$ cat src/rtl/serial_addsub_pkg.sv
// Shared types and sizing helpers for the digit-serial adder/subtractor.
package serial_addsub_pkg;

  typedef enum logic {
    IDLE = 1'b0,
    RUN  = 1'b1
  } state_t;

  // Counter width for n digits; never narrower than one bit so N=1 still elaborates.
  function automatic int cnt_width(input int n);
    return (n <= 2) ? 1 : $clog2(n);
  endfunction

endpackage

$ cat src/rtl/serial_addsub_digit_add.sv
// DIGIT-wide ripple adder with carry-in and carry-out.
module digit_add #(
  parameter int DIGIT = 1
) (
  input  logic [DIGIT-1:0] a,
  input  logic [DIGIT-1:0] b,
  input  logic             cin,
  output logic [DIGIT-1:0] sum,
  output logic             cout
);

  logic [DIGIT:0] c;

  always_comb begin
    c[0] = cin;
    sum  = '0;
    for (int i = 0; i < DIGIT; i++) begin
      sum[i]   = a[i] ^ b[i] ^ c[i];
      c[i+1]   = (a[i] & b[i]) | (a[i] & c[i]) | (b[i] & c[i]);
    end
    cout = c[DIGIT];
  end

endmodule

$ cat src/rtl/serial_addsub.sv
// Digit-serial adder/subtractor: LSB-first, DIGIT bits per clock through a registered carry.
module serial_addsub
  import serial_addsub_pkg::*;
#(
  parameter int WIDTH = 8,
  parameter int DIGIT = 1
) (
  input  logic             clk,
  input  logic             rst,
  input  logic             start,
  input  logic             sub,
  input  logic [WIDTH-1:0] a,
  input  logic [WIDTH-1:0] b,
  output logic             busy,
  output logic             done,
  output logic [WIDTH-1:0] sum,
  output logic             carry,
  output logic             ovf
);

  localparam int N  = WIDTH / DIGIT;
  localparam int CW = cnt_width(N);
  localparam logic [CW-1:0] LAST = CW'(N - 1);

  if ((DIGIT < 1) || ((WIDTH % DIGIT) != 0)) begin : g_bad_param
    $error("serial_addsub: DIGIT must be >= 1 and divide WIDTH");
  end

  state_t           state;
  logic [CW-1:0]    cnt;
  logic [WIDTH-1:0] op_a;
  logic [WIDTH-1:0] op_b;
  logic [WIDTH-1:0] work;
  logic             cy;
  logic             sa;
  logic             sb;

  logic [WIDTH-1:0] b_eff;
  logic [DIGIT-1:0] d_sum;
  logic             d_cout;
  logic [WIDTH-1:0] work_next;

  assign b_eff = sub ? ~b : b;

  digit_add #(.DIGIT(DIGIT)) u_digit_add (
    .a    (op_a[DIGIT-1:0]),
    .b    (op_b[DIGIT-1:0]),
    .cin  (cy),
    .sum  (d_sum),
    .cout (d_cout)
  );

  // New digit enters at the MSB end so the finished word ends up LSB-aligned.
  assign work_next = (work >> DIGIT) | (WIDTH'(d_sum) << (WIDTH - DIGIT));

  always_ff @(posedge clk or posedge rst) begin
    if (rst) begin
      state <= IDLE;
      cnt   <= '0;
      op_a  <= '0;
      op_b  <= '0;
      work  <= '0;
      cy    <= 1'b0;
      sa    <= 1'b0;
      sb    <= 1'b0;
      busy  <= 1'b0;
      done  <= 1'b0;
      sum   <= '0;
      carry <= 1'b0;
      ovf   <= 1'b0;
    end else begin
      case (state)
        IDLE: begin
          done <= 1'b0;
          if (start) begin
            op_a  <= a;
            op_b  <= b_eff;
            cy    <= sub;
            cnt   <= '0;
            work  <= '0;
            sa    <= a[WIDTH-1];
            sb    <= b_eff[WIDTH-1];
            busy  <= 1'b1;
            state <= RUN;
          end
        end
        RUN: begin
          work <= work_next;
          cy   <= d_cout;
          op_a <= op_a >> DIGIT;
          op_b <= op_b >> DIGIT;
          cnt  <= cnt + CW'(1);
          // Results are only touched here, so they hold across later starts.
          if (cnt == LAST) begin
            sum   <= work_next;
            carry <= d_cout;
            ovf   <= (sa == sb) && (work_next[WIDTH-1] != sa);
            done  <= 1'b1;
            busy  <= 1'b0;
            state <= IDLE;
          end
        end
        default: state <= IDLE;
      endcase
    end
  end

endmodule

$ cat config.mk
export PLATFORM = sky130hd
export DESIGN_NAME = serial_addsub
export DESIGN_NICKNAME = d
export VERILOG_FILES = /design/src/rtl/serial_addsub_pkg.sv /design/src/rtl/serial_addsub_digit_add.sv /design/src/rtl/serial_addsub.sv
export SDC_FILE = /design/constraint.sdc
export NUM_CORES = 1
export LEC_CHECK = 0
export CAP_MARGIN = 20
export CORE_UTILIZATION = 55
export DETAILED_ROUTE_END_ITERATION = 8
export GPL_TIMING_DRIVEN = 0
export PLACE_DENSITY = 0.82
export REMOVE_ABC_BUFFERS = 1
export SYNTH_ARGS = -nofsm -noshare
export SYNTH_HDL_FRONTEND = slang
export SYNTH_SLANG_ARGS = --single-unit
export TNS_END_PERCENT = 10
$ cat constraint.sdc
create_clock -name clk -period 3.9 [get_ports clk]
set_input_delay 0.39 -clock clk [delete_from_list [all_inputs] [get_ports clk]]
set_output_delay 0.39 -clock clk [all_outputs]
set_load 0.02 [all_outputs]
==> summary.txt <==
status = completed
WL/cell = 13.3 um
Worst-Margin Slew = 874 ps
Comb power frac = 37.4%
largest net degree at the start of global routing = 43
synth unique cells = 26
syn avg cell area = 11.5 um2
clock network power share = 16.6%
antenna violations before repair = 0
critical path's top delay family = flip-flops
ant diodes = 0
global-route wire length before repair = 5400 um
Post-DRT Antenna Nets = 0
leakage dissipation = 1.08 nW
YS warnings = 0
Area after DPL = 0.00223 mm2
Die Width = 60.7 um
R2R Setup Slk = 2070 ps
Post-layout nets = 219
minimum clock period = 1830 ps
gr ovfl total = 0
Die ar. = 0.00368 mm2
Core Box Area = 0.00315 mm2
Required @ worst endpoint = 4140 ps
maximum vdd drop = 0.331 mV
Root Buffer = clkbuf_4
HP Start = op_a[3]$_DFFE_PP0P_
DR pass1 iterations = 4
crit path launch type = register
CTS tree = built
number of global-route vias before repair = 1,203
Reg2Reg Capture Point = sum[0]$_DFFE_PP0P_
Post-synth EDFFs = 0
element type at the critical path end = register
Detailed Place HPWL = 2240 um
Critical Path Max Stage Delay = 930 ps
Die H = 60.7 um
Vias/cell = 5.29
Post-synth ARST share = 100%
Setup CP Type = register to register
period utilization = 46.9%
row count = 20
# setup viols final = 0
FF+latch count, synth = 42
Syn Inst Count = 165
Fmax achieved = 0.547 GHz
Yosys top cell by area = dfrtp_1
Synth top area share = 55.5%
largest fanout on the critical path = 31
top cells by area, synth = dfrtp_1, mux2i_1, o21ai_0
hold-critical path depth = 2
H-Tree Depth = 2
setup TNS = 0 ps
gr usage total = 20.5%
max_cap viols = 0
final core utilization = 73.3%
CTS Buffer Depth = 2
Seq pwr share = 46.0%
cell count along the critical path = 2
dominant synthesized flop cell = dfrtp_1
Routability Congestion = 0.709
synth-to-layout area growth = 22.1%
design area = 0.00231 mm2
cell area after synthesis = 0.00189 mm2
Num CTS Buffers = 5
reg2reg start = state$_DFF_PP0_
Layout Skew = 5.05 ps
Worst-path clk slew = 120 ps
Post-CTS Setup Bufs = 0
RSZ-0062 raised after global routing = false
PwrDens = 715 mW/mm2
Clk Latency, worst-skew pair = 350 ps
First DRT Iteration DRCs = 30
Post-synth top cells = dfrtp_1, nand2_1, o21ai_0
worst path cell trace = nand2_2 -> mux2_4
initial core utilization = 60.1%
Pint = 1.07 mW
I/O Pins = 32
Net Sw Frac = 35.0%
WHS Endpoint = op_a[2]$_DFFE_PP0P_
switching power = 0.578 mW
number of port buffers = 31
Hold Slack = 496 ps
Final Hold Violating Endpoints = 0
clock sinks = 42
fin. max-slew vios = 0
Hold/Removal Path Class = register to register
DR vias = 1,270
CP arrival = 2070 ps
CP bufs+invs = 0
critical path's slowest cell = dfrtp_1
count leader, synth = dfrtp_1
layout cells sized above 1 = 10.7%
cts hold-fix bufs = 0
post-synthesis sequential area ratio = 55.5%
slew margin rel. = 41.7%
drc violations = 0
final WL = 3200 um
PostCTS Resize Cnt = 0
Reg2Reg Depth = 2
==> worst max-delay path by stage <==
| stage | from | to |
|---|---|---|
| 2_1_floorplan | state$_DFF_PP0_ | sum[0]$_DFFE_PP0P_ |
| 3_3_place_gp | start | cnt[0]$_DFFE_PP0P_ |
| 3_5_place_dp | start | sa$_DFFE_PP0P_ |
| 4_1_cts | state$_DFF_PP0_ | sum[1]$_DFFE_PP0P_ |
| 5_1_grt | state$_DFF_PP0_ | sum[1]$_DFFE_PP0P_ |
| 6_report | state$_DFF_PP0_ | sum[0]$_DFFE_PP0P_ |
==> layout make-up <==
type                    instances  area (um2)
well taps                      44        55.1
clock inverters                 3        40.0
multi-input cells             108         757
clock buffers                   5        37.5
repair buffers                 33         353
flip-flops and latches         42        1050
inverters                       5        18.8
fillers                       249         841
==> metrics by stage <==
step	worst slack, ps	total power [mW]	std cells
after floorplan	2050	1.14	155
after global placement	1460	1.33	230
after detailed placement	1910	1.39	232
after CTS	2050	1.67	240
after global routing	1920	1.78	240
final	2070	1.65	240
==> power groups by stage <==
stage                     sequential [mW]  clock, mW  combinational (mW)
after floorplan                     0.816          0               0.322
after global placement              0.782          0               0.552
after detailed placement            0.773          0               0.622
after CTS                           0.763      0.282               0.629
after global routing                0.789      0.299               0.696
final                               0.760      0.274               0.618
==> cell families (layout without fill, tap and decap cells) <==
kind of cell,count (synthesis),after routing,share of synthesized area [%]
simple gates,39,39,9.12
fa+ha+maj,4,4,3.04
mux,25,25,14.6
xor+xnor,8,8,3.70
buf+inv,15,46,4.56
compound gates,32,32,9.51
flops,42,42,55.5
==> flip-flops by register name (all words and copies together) (netlist names) <==
register / cells
busy: 1
carry: 1
cnt: 3
cy: 1
done: 1
op_a: 8
op_b: 8
ovf: 1
sa: 1
sb: 1
state: 1
sum: 8
work: 7
==> layout by cell type, fill, tap and decap left out, types with 2 or more instances in the layout <==
cell | Yosys | layout
nand2b_1 | 7 | 7
nand2_1 | 23 | 23
mux2i_1 | 16 | 16
xor2_1 | 7 | 7
a22o_1 | 3 | 3
clkdlybuf4s50_1 | 0 | 31
o21ai_0 | 22 | 22
mux2_4 | 4 | 4
nor2_1 | 5 | 5
clkbuf_4 | 0 | 5
inv_1 | 5 | 4
clkinv_2 | 0 | 2
ha_1 | 3 | 3
mux2_2 | 5 | 5
dfrtp_1 | 42 | 42
a211oi_1 | 2 | 2
a21oi_1 | 2 | 2
==> layer usage <==
metal	up-vias	routed length, um	track usage [%]
met5	-	0	0
met2	34	1680	34.2
met1	614	1320	26.4
met3	6	148	5.76
li1	616	-	-
met4	0	40	5.84
==> tightest hold or removal path, stage by stage, from the launching register on <==
cell and delay (ps):
dfrtp_1 360, nand2_1 40, o21ai_0 60
(Power assumes the default switching activity.)
